===== src/rtl/calc_pkg.sv =====
// Shared types for the calculator input sequencer.
// State encoding and small elaboration helpers.
package calc_pkg;

    typedef enum logic [1:0] {
        S_OPERAND = 2'd0,
        S_OPCODE  = 2'd1,
        S_SHOW    = 2'd2
    } seq_state_t;

    // Fourth encoding of the state register; never entered normally.
    localparam logic [1:0] S_ILLEGAL = 2'd3;

    // Width of the operand index: at least one bit.
    function automatic int idx_width(input int n);
        return (n > 1) ? $clog2(n) : 1;
    endfunction

endpackage


===== src/rtl/calc_input_seq_show_timer.sv =====
// Result-phase dwell counter for the input sequencer.
// done pulses on the last cycle of a TICKS-long window.
module show_timer #(
    parameter int TICKS = 0
) (
    input  logic clk,
    input  logic rst,
    input  logic clr,
    input  logic en,
    output logic done
);

    localparam int CW = (TICKS > 0) ? $clog2(TICKS + 1) : 1;
    localparam logic [CW-1:0] LAST = CW'(TICKS - 1);

    logic [CW-1:0] cnt;

    // Count while enabled; a zero window keeps the counter parked at 0.
    always_ff @(posedge clk or posedge rst) begin
        if (rst) begin
            cnt <= '0;
        end else if (clr) begin
            cnt <= '0;
        end else if (en && (TICKS != 0)) begin
            cnt <= cnt + CW'(1);
        end
    end

    assign done = (TICKS == 0) ? 1'b0 : (en && (cnt == LAST));

endmodule


===== src/rtl/calc_input_seq.sv =====
// Operand/opcode entry sequencer for the calculator datapath.
// Captures NUM_OPS operands and an opcode, then shows the result.
module calc_input_seq
    import calc_pkg::*;
#(
    parameter int WIDTH      = 16,
    parameter int NUM_OPS    = 2,
    parameter int OPCODE_W   = 2,
    parameter int SHOW_TICKS = 0,
    localparam int IDX_W     = idx_width(NUM_OPS)
) (
    input  logic                     clk,
    input  logic                     rst,
    input  logic                     trans,
    input  logic                     back,
    input  logic [WIDTH-1:0]         data_in,
    input  logic [OPCODE_W-1:0]      op_in,
    output logic [NUM_OPS*WIDTH-1:0] operands,
    output logic [OPCODE_W-1:0]      opcode,
    output logic [1:0]               state_o,
    output logic [IDX_W-1:0]         idx_o,
    output logic [NUM_OPS:0]         hold,
    output logic                     result_valid
);

    localparam logic [IDX_W-1:0] LAST_IDX = IDX_W'(NUM_OPS - 1);

    if (NUM_OPS < 1 || NUM_OPS > 4) begin : g_bad_num_ops
        $error("calc_input_seq: NUM_OPS must be within 1..4");
    end

    seq_state_t                 state_q, state_d;
    logic [IDX_W-1:0]           idx_q, idx_d;
    logic [NUM_OPS*WIDTH-1:0]   ops_q, ops_d;
    logic [OPCODE_W-1:0]        opc_q, opc_d;
    logic [NUM_OPS:0]           hold_q, hold_d;
    logic                       rv_q, rv_d;
    logic                       wipe;
    logic                       tmr_en, tmr_clr, tmr_done;

    // The timer runs only while showing and restarts on any exit.
    assign tmr_en  = (state_q == S_SHOW);
    assign tmr_clr = ~tmr_en | trans | back | tmr_done;

    show_timer #(
        .TICKS (SHOW_TICKS)
    ) u_timer (
        .clk  (clk),
        .rst  (rst),
        .clr  (tmr_clr),
        .en   (tmr_en),
        .done (tmr_done)
    );

    // State and capture registers.
    always_ff @(posedge clk or posedge rst) begin
        if (rst) begin
            state_q <= S_OPERAND;
            idx_q   <= '0;
            ops_q   <= '0;
            opc_q   <= '0;
            hold_q  <= '0;
            rv_q    <= 1'b0;
        end else begin
            state_q <= state_d;
            idx_q   <= idx_d;
            ops_q   <= ops_d;
            opc_q   <= opc_d;
            hold_q  <= hold_d;
            rv_q    <= rv_d;
        end
    end

    // Next-state and capture logic; back always beats trans.
    always_comb begin
        state_d = state_q;
        idx_d   = idx_q;
        ops_d   = ops_q;
        opc_d   = opc_q;
        hold_d  = hold_q;
        rv_d    = rv_q;
        wipe    = 1'b0;
        case (state_q)
            S_OPERAND: begin
                if (back) begin
                    if (idx_q != '0) begin
                        idx_d = idx_q - IDX_W'(1);
                        for (int k = 0; k < NUM_OPS; k++) begin
                            if (IDX_W'(k + 1) == idx_q) begin
                                hold_d[k] = 1'b0;
                                ops_d[k*WIDTH +: WIDTH] = '0;
                            end
                        end
                    end
                end else if (trans) begin
                    for (int k = 0; k < NUM_OPS; k++) begin
                        if (IDX_W'(k) == idx_q) begin
                            hold_d[k] = 1'b1;
                            ops_d[k*WIDTH +: WIDTH] = data_in;
                        end
                    end
                    if (idx_q == LAST_IDX) begin
                        state_d = S_OPCODE;
                    end else begin
                        idx_d = idx_q + IDX_W'(1);
                    end
                end
            end
            S_OPCODE: begin
                if (back) begin
                    state_d = S_OPERAND;
                    idx_d   = LAST_IDX;
                    hold_d[NUM_OPS-1] = 1'b0;
                    ops_d[(NUM_OPS-1)*WIDTH +: WIDTH] = '0;
                end else if (trans) begin
                    state_d = S_SHOW;
                    opc_d   = op_in;
                    hold_d[NUM_OPS] = 1'b1;
                    rv_d    = 1'b1;
                end
            end
            S_SHOW: begin
                if (back) begin
                    state_d = S_OPCODE;
                    opc_d   = '0;
                    hold_d[NUM_OPS] = 1'b0;
                    rv_d    = 1'b0;
                end else if (trans || tmr_done) begin
                    wipe = 1'b1;
                end
            end
            seq_state_t'(S_ILLEGAL): begin
                wipe = 1'b1;
            end
        endcase
        if (wipe) begin
            state_d = S_OPERAND;
            idx_d   = '0;
            ops_d   = '0;
            opc_d   = '0;
            hold_d  = '0;
            rv_d    = 1'b0;
        end
    end

    assign operands     = ops_q;
    assign opcode       = opc_q;
    assign state_o      = state_q;
    assign idx_o        = idx_q;
    assign hold         = hold_q;
    assign result_valid = rv_q;

endmodule


===== config.mk =====
export PLATFORM = sky130hd
export DESIGN_NAME = calc_input_seq
export DESIGN_NICKNAME = d
export VERILOG_FILES = /design/src/rtl/calc_pkg.sv /design/src/rtl/calc_input_seq_show_timer.sv /design/src/rtl/calc_input_seq.sv
export SDC_FILE = /design/constraint.sdc
export NUM_CORES = 1
export LEC_CHECK = 0
export ABC_AREA = 1
export CORE_ASPECT_RATIO = 0.6
export CORE_UTILIZATION = 48
export CTS_BUF_LIST = sky130_fd_sc_hd__clkbuf_4
export CTS_CLUSTER_SIZE = 30
export DETAILED_ROUTE_END_ITERATION = 10
export PLACE_DENSITY = 0.82
export SETUP_SLACK_MARGIN = 0.5
export SLEW_MARGIN = 30
export SYNTH_ARGS = -nofsm -noshare
export SYNTH_HDL_FRONTEND = slang
export SYNTH_SLANG_ARGS = --single-unit

===== constraint.sdc =====
create_clock -name clk -period 1.5 [get_ports clk]
set_input_delay 0.225 -clock clk [delete_from_list [all_inputs] [get_ports clk]]
set_output_delay 0.225 -clock clk [all_outputs]
set_load 0.01 [all_outputs]

==> results of run 1 <==
[cell families after synthesis]
kind of cell / after synthesis / share of synthesized area [%]
simple gates: 178 / 37.48
flops: 40 / 48.51
buf+inv: 40 / 8.793
compound gates: 21 / 5.215
[Yosys cell counts]
library cell    n  area share (%)
a21oi_1        19             4.6
buf_2           8             1.9
buf_4           3             1.1
buf_6           1            0.55
clkbuf_1        3            0.55
dfrtp_1        40              49
inv_1          23             4.2
inv_2           1            0.18
inv_4           1            0.30
nand2_1       106              19
nand2_2         5             1.5
nand2_4         1            0.55
nand3_1        43              10
nand3_2         1            0.49
nor2_1         18             3.3
nor2_2          1            0.30
nor2_4          3             1.6
o211ai_1        1            0.36
o21ai_0         1            0.24
[critical path, stage by stage (launching register included)]
cell	delay, ns
dfrtp_2	0.42
buf_6	0.13
inv_2	0.10
nor2_2	0.06
nand2_2	0.10
nand2_1	0.10
nor2_4	0.20
clkbuf_16	0.18
nand2_1	0.06
nand2_1	0.07
[per-layer routing]
layer  share of wire, %  track usage (%)
met5                  0                0
met4                2.2            11.39
met3                9.4            6.614
met2                 47            44.97
met1                 41            39.58
[where the power goes]
part           internal, mW  leakage (nW)  switching, mW
registers              1.57         0.525          0.287
logic                  1.92          1.24           2.14
clock network         0.217        0.0338          0.356
[cells in the final DEF (no fill, tap or decap)]
cell type        Yosys  final
buf_6                1      9
clkbuf_2             0      1
clkinvlp_4           0      1
nor2_2               1      2
inv_1               23     22
nand2_2              5      7
clkinv_1             0      1
nand2_8              0      1
o211ai_1             1      1
buf_12               0      4
nand2_4              1      7
o21ai_1              0      1
nor2_4               3      3
nand2_1            106     97
nand3_2              1      1
clkbuf_4             0      7
nor2_1              18     17
clkbuf_16            0      4
nand3_1             43     41
inv_2                1      1
inv_4                1      1
dfrtp_1             40     37
clkdlybuf4s50_1      0     21
buf_2                8     36
a21oi_1             19     19
buf_4                3     34
dfrtp_2              0      3
nand3_4              0      3
[repair_timing]
action	CTS	global route
resized for setup	170	23
pin swaps	4	7
cloned	1	4
hold buffers	0	0
buffers inserted	17	11
setup endpoints to repair	81	81
endpoints found under the hold margin	0	0
[stage by stage]
| step | utilization (%) | TNS, ns | cells |
|---|---|---|---|
| 6_report | 76.68 | 0 | 442 |
| 5_1_grt | 76.68 | -0.3432 | 442 |
| 4_1_cts | 70.22 | 0 | 427 |
| 3_5_place_dp | 69.25 | -3.587 | 401 |
| 3_3_place_gp | 69.25 | -2.092 | 401 |
| 2_1_floorplan | - | 0 | 279 |
[final cells by class]
class,instances,area (um2)
flip-flops and latches,40,1005
multi-input cells,200,992.2
fillers,288,960.9
repair buffers,109,932.1
inverters,25,100.1
well taps,60,75.07
clock buffers,7,52.55
clock inverters,1,3.754
[sequential cells by signal, indices dropped and copies added, names as in the netlist]
signal,count
opcode,2
state_o,2
operands,32
idx_o,1
hold,3
[path summary, 6_finish.rpt]
check	start	to	slack (ns)
hold reg to reg	operands[28]	operands[28]	0.49
max in group asynchronous	rst	state_o[1]	1.02
min in group clk	op_in[1]	opcode[1]	0.40
setup / recovery	state_o[1]	operands[22]	0.02
hold / removal	rst	operands[13]	0.24
setup reg to reg	state_o[1]	operands[22]	0.02
==> flow_metrics.tcl, run 1 <==
set metrics [dict create \
    maxCapViolCount 0 \
    syn_avg_cell_area_um2 7.395 \
    crit_arrival_ns 1.78 \
    core_area_mm2 0.004121 \
    cts.reportedPaths.clkPinSlew_ns 0.12 \
    overflow 0 \
    io_pins 63 \
    start_util_pct 50.06 \
    num_antenna_cells 0 \
    post_drt_wl_per_cell_um 15.62 \
    synth.distinct_cells 19 \
    end_kind "flip-flop" \
    area_delta_synth_final_pct 53.18 \
    hold_violations 0 \
    grt_start_max_net_pins 41 \
    place.gp.congestion 0.9186 \
    root_buffer "clkbuf_4" \
    peakVddDrop_mv 1.424 \
    dp_hpwl_um 4098 \
    antenna_left 0 \
    die_w_um 86.64 \
    rows 18 \
    worst_pin_slew_ns 0.3038 \
    clkSinkCount 40 \
    syn_nets 301 \
    nets 403 \
    fin_ws_ns 0.01996 \
    final_cell_area_mm2 0.003161 \
    cp.required_ns 1.80 \
    dr.first_iter.drc_count 260 \
    die_area_mm2 0.004573 \
    slew_violations 0 \
    cts.path.max_buffers 2 \
    skew_ns 0.01315 \
    cts_buffers 5 \
    fmax_mhz 675.7 \
    period_minus_slack_ns 1.480 \
    timing.hold.ws_ns 0.2412 \
    antenna_found_initial 0 \
    reg2regPathDepth 9 \
    wl_um 6905 \
    grt_usage_pct 28.93 \
    yosysWarnings 0 \
    p_per_area_mw_per_mm2 2054 \
    die_h_um 52.79 \
    dr.pass1.iters 5 \
    insertion_delay_ns 0.36 \
    yosysSeqAreaShare_pct 48.51 \
    pre_cts_slack_ns -0.1255 \
    io_buffer_count 62 \
    via_per_inst 5.231 \
    grt_pass1_wl_um 9542 \
    report.final.setup_viol 0 \
    synth_seq_cells 40 \
    cp_max_fo 4 \
    fin_crit_sh_pct 98.67 \
    synth_cells 279 \
    status "completed" \
    worstHoldPathType "primary input to async pin" \
    vias 2312 \
    drc 0 \
    drive_gt1_share_pct 32.72 \
    leakagePower_nw 1.798 \
    cts_tree "yes" \
    critPathKind "flip-flop to flip-flop" \
    htreeDepth 2 \
    grt_pass1_vias 1955 \
    relSlewSlack_pct 79.75 \
    netlist_area_mm2 0.002063 \
    start_kind "flip-flop" \
    rsz0062_at_grt "yes" \
    p_total_mw 6.493 \
    dpl_cell_area_mm2 0.002854 \
]
Power figures use the tool's default switching activity.
==> run 2, diff against run 1 <==
CTS_CLUSTER_SIZE = unset   (was 30)
==> results of run 2 <==
No change in the layout: final DEF, timing and power equal those of run 1.
==> run 3, diff against run 2 <==
GPL_ROUTABILITY_DRIVEN = 0   (was unset)
==> run 3 against run 2 <==
Effect of this change: combinational power is 5% lower; hold slack better by 0.017 ns; register-to-register slack gained 0.08 ns; clock skew fell by 0.0080 ns; setup slack improved by 0.082 ns; global-route usage is 1.9 points lower; final area decreased by 0.36%; routed wire length fell by 3.1%; critical path type unchanged.
==> flow_metrics.tcl, run 3 (synthesized netlist as in run 1, its figures left out) <==
set metrics [dict create \
    status "completed" \
    skew_ns 0.005184 \
    overflow 0 \
    cts_tree "yes" \
    root_buffer "clkbuf_4" \
    rsz0062_at_grt "yes" \
    post_drt_wl_per_cell_um 15.04 \
    cp_max_fo 8 \
    p_per_area_mw_per_mm2 1987 \
    critPathKind "flip-flop to flip-flop" \
    core_area_mm2 0.004121 \
    htreeDepth 2 \
    p_sw_mw 2.698 \
    cts.path.max_buffers 2 \
    start_kind "flip-flop" \
    antenna_left 0 \
    cts_hold_buf 0 \
    crit_arrival_ns 1.70 \
    die_area_mm2 0.004573 \
    hold_violations 0 \
    antenna_found_initial 0 \
    nets 407 \
    grt_pass1_vias 1907 \
    io_buffer_count 62 \
    die_w_um 86.64 \
    worstHoldPathType "primary input to async pin" \
    rows 18 \
    report.final.setup_viol 0 \
    start_util_pct 50.06 \
    netSwitchingFraction_pct 43.12 \
    num_antenna_cells 0 \
    worst_pin_slew_ns 0.2866 \
    layout_common_cells "99 x nand2_1, 41 x nand3_1, 39 x buf_2, 39 x buf_4, 38 x dfrtp_1" \
    area_delta_synth_final_pct 52.64 \
    fin_ws_ns 0.1021 \
    intPower_mw 3.559 \
    fill_cells 285 \
    reg2regPathDepth 7 \
    peakVddDrop_mv 1.123 \
    pre_cts_slack_ns -0.1464 \
    grt_usage_pct 27.07 \
    layout_commonest_cell "nand2_1" \
    post-route-util_pct 76.41 \
    period_minus_slack_ns 1.398 \
    leakagePower_nw 1.800 \
    pwr-share-comb_pct 61.8 \
    grt_start_max_net_pins 41 \
    relSlewSlack_pct 80.81 \
    dp_hpwl_um 3725 \
    drc 0 \
    grt_pass1_wl_um 9080 \
    drive_gt1_share_pct 32.99 \
    cp.required_ns 1.80 \
    largest_reg_flops 32 \
    timing.hold.ws_ns 0.2585 \
    dr.first_iter.drc_count 306 \
    end_kind "flip-flop" \
    dpl_cell_area_mm2 0.002846 \
    wl_um 6692 \
    final_cell_area_mm2 0.003149 \
    clkSinkCount 40 \
    cts.reportedPaths.clkPinSlew_ns 0.12 \
    cts_buffers 5 \
    via_per_inst 5.396 \
    fmax_mhz 715.4 \
    power_frac_clock_pct 8.8 \
    dr.pass1.iters 7 \
    insertion_delay_ns 0.35 \
    io_pins 63 \
    die_h_um 52.79 \
    fin_crit_sh_pct 93.19 \
    maxCapViolCount 0 \
    pwr-share-seq_pct 29.4 \
    slew_violations 0 \
    p_total_mw 6.257 \
    vias 2401 \
]
run 3: changes by cell type in the layout (fill, tap and decap cells not counted), moves of 2 or more:
| cell | change |
|---|---|
| buf_2 | +3 |
| buf_4 | +5 |
| buf_6 | -4 |
| nand2_1 | +2 |
| nand2_2 | +2 |
| nand2_4 | -3 |
run 3: through the flow:
| stage | setup TNS [ns] | std cells |
|---|---|---|
| finish | 0 | 445 |
| floorplan | 0 | 279 |
| detailed placement | -4.421 | 400 |
| global placement | -3.551 | 400 |
| global route | 0 | 445 |
| CTS | 0 | 428 |
run 3: power by group through the flow:
stage	Sequential (mW)	Combinational, mW	Clock [mW]
floorplan	2.09	1.51	0
global placement	1.91	3.08	0
detailed placement	1.92	3.12	0
CTS	1.83	3.26	0.551
global route	1.89	4.17	0.592
finish	1.84	3.87	0.550
run 3: worst paths after layout:
check	start	to	slack (ns)
min in group clk	op_in[1]	opcode[1]	0.40
worst max-delay path	state_o[0]	operands[8]	0.10
worst max register to register	state_o[0]	operands[8]	0.10
max in group asynchronous	rst	state_o[0]	1.03
worst min register to register	operands[18]	operands[18]	0.49
worst min-delay path	rst	operands[11]	0.26
run 3: routing by layer:
metal / up-vias / global-route usage, % / routed length [um]
met2: 192 / 39.81 / 2960
met3: 30 / 4.724 / 702
met4: 0 / 8.056 / 187
met5: - / 0 / 0
li1: 1090 / - / -
met1: 1089 / 40.64 / 2841
run 3: final cells by class:
class                           instances  area, um2  share of cell area, %
Timing Repair Buffer                  112      932.1                  29.60
Sequential cell                        40       1003                  31.86
Inverter                               25      102.6                  3.258
Clock inverter                          1      5.005                 0.1589
Multi-Input combinational cell        201      985.9                  31.31
Clock buffer                            6      45.04                  1.430
Tap cell                               60      75.07                  2.384
run 3: what timing repair did:
action / CTS / global route
pin swaps: 5 / 11
buffers inserted: 20 / 13
cloned: 1 / 4
resized for setup: 167 / 24
setup endpoints to repair: 81 / 81
hold endpoints to repair: 0 / 0
run 3: worst max-delay path, stage by stage (launching register included):
cell,delay (ns)
dfrtp_2,0.43
buf_6,0.15
nor2_4,0.15
nand2_2,0.10
nor2_4,0.17
clkbuf_16,0.18
nand3_1,0.08
nand2_1,0.09
==> RTL change, RTL diff (config.mk and constraints of run 3) <==
Set the parameter `OPCODE_W` to 3 (it was 2).
--- a/src/rtl/calc_input_seq.sv
+++ b/src/rtl/calc_input_seq.sv
@@ -5,7 +5,7 @@
 #(
     parameter int WIDTH      = 16,
     parameter int NUM_OPS    = 2,
-    parameter int OPCODE_W   = 2,
+    parameter int OPCODE_W   = 3,
     parameter int SHOW_TICKS = 0,
     localparam int IDX_W     = idx_width(NUM_OPS)
 ) (
Interface: changed (resized op_in and opcode); port bits go from 63 to 65. The function was not compared with the original's and may differ.
==> RTL change against run 3 <==
Global-route usage is 1.8 points higher. Worst setup slack better by 13 ps. Routed wire length is 4.2% lower. Sequential cell count is 1 higher. Final area is 1.8% higher. Power is 3.5% higher. Area after synthesis is 1.5% higher. Critical endpoint is now hold[1]. Largest cell class is now non-clock buffers.
==> RTL change: results (changes against run 3) <==
* Worst hold slack at 267 ps (+8.76 ps)
* Setup slack at placement at -239 ps (-92.3 ps)
* Clk Tree Root Cell: clkbuf_4
* Max reg flops at 32 (unchanged)
* Via count at 2,299 (-4.2%)
* Nets at 411 (+0.98%)
* Reg2reg path depth at 8 (+1)
* Pin count of the biggest net entering global routing at 42 (+2.4%)
* CP max FO at 4 (-4)
* Int Pwr at 3.80 mW (+6.8%)
* Reg-to-reg slack, setup at 120 ps
* Seq/Total Area, Yosys at 49.0% (+0.47 points)
* DRT Pass-1 Iters at 4 (-3)
* Clock skew after layout at 13.8 ps (+8.60 ps)
* First-pass GRT wire length at 9870 um (+8.7%)
* Pleak at 1.84 nW (+2.3%)
* Ys flop type: dfrtp_1
* HP Class: in2async
* Total GRT Usage at 28.9% (+1.8 points)
* Fin crit share at 92.3% (-0.88 points)
* Async set or reset register ratio after synthesis at 100% (unchanged)
* IO buf count at 64 (+3.2%)
* Yosys warning total at 0 (unchanged)
* HPWL after DPL at 3880 um (+4.2%)
* Vias in the first global route at 2,018 (+5.8%)
* Clk buf depth at 2 (unchanged)
* Slowest-stage cell, CP: dfrtp_2
* Rel. slew slack at 81.4% (+0.56 points)
* Area contributors post-synth: dfrtp_1 (49%), nand2_1 (19%), nand3_1 (8.8%), a21oi_1 (3.8%), inv_1 (3.8%)
* Iteration-0 DRC Markers at 154 (-50%)
* CTS clk-pin slew, worst paths at 120 ps (about the same)
* Synth unique cells at 20 (+1)
* Max IR drop VDD at 1.06 mV (-5.7%)
* Antenna cells at 0 (unchanged)
* Initial antenna violation count at 0 (unchanged)
* Insertion delay to the later sink of the worst-skew pair at 350 ps (about the same)
* Final wirelength at 6410 um (-4.2%)
* Worst EP arrival at 1670 ps (-30 ps)
* Status: finished clean
* Clock buffers created by TritonCTS at 5 (unchanged)
* Crit-path leading delay family: simple AND/OR/NAND/NOR gates
* Fraction of final layout cells with drive strength greater than 1 at 33.7% (+0.69 points)
* H-tree level count at 2 (unchanged)
* Synth Net Count at 297 (-1.3%)
* Synth cell count leaders: nand2_1 (108), dfrtp_1 (41), nand3_1 (37), inv_1 (21), nor2_1 (18)
* Slowest stage delay, CP at 440 ps
## RTL change: final cells by class
type                       count  area (um^2)
fill                         286          938
sequential                    41         1030
clock inverter                 1         3.75
inverter                      24          104
multi-input combinational    195          910
tap                           60         75.1
clock buffer                   7         52.6
timing repair buffer         121         1030
## RTL change: worst min-delay path: stages
cell	delay, ps
clkdlybuf4s50_1	450
clkinvlp_4	100
buf_12	230
## RTL change: per-stage QoR
stage                     std cells  setup TNS (ps)  cell area [um^2]  utilization, %
after detailed placement        402           -6320              2950            71.2
after global routing            449               0              3210            77.4
after global placement          402           -5260              2950            71.2
after CTS                       436               0              3050            73.5
final                           449               0              3210            77.4
after floorplan                 274               0              2130               -
## RTL change: cells by family (layout without fill, tap and decap cells)
family          after synthesis  count (layout)  synth area share [%]
simple gates                176             176                  36.6
flops                        41              41                  49.0
compound gates               19              19                  5.08
buf+inv                      38             153                  9.32
## RTL change: timing repair
item,4_1_cts,5_1_grt
setup endpoints to repair,83,83
hold endpoints to repair,0,0
cloned,0,0
pin swaps,4,2
buffers inserted,26,13
resized for setup,176,16
## RTL change: path summary, 6_finish.rpt
check	from	to
min reg2reg	opcode[0]	opcode[0]
max in group asynchronous	rst	operands[19]
min in group clk	op_in[0]	opcode[0]
min	rst	state_o[0]
max	state_o[0]	hold[1]
max reg2reg	state_o[0]	hold[1]
## RTL change: per-layer routing
layer | share of wire, % | wire, um | track usage, % | up-vias
li1 | - | - | - | 1087
met1 | 44 | 2810 | 40.2 | 1084
met2 | 46 | 2940 | 46.0 | 115
met3 | 7.9 | 509 | 7.18 | 13
met4 | 2.3 | 146 | 6.28 | 0
met5 | 0 | 0 | 0 | -
## RTL change: power groups by stage
| stage | sequential (mW) | clock [mW] | combinational (mW) |
|---|---|---|---|
| 6_report | 1.94 | 0.575 | 3.97 |
| 2_1_floorplan | 2.19 | 0 | 1.44 |
| 5_1_grt | 1.98 | 0.625 | 4.30 |
| 4_1_cts | 1.90 | 0.572 | 3.53 |
| 3_3_place_gp | 2.02 | 0 | 3.28 |
| 3_5_place_dp | 2.02 | 0 | 3.35 |
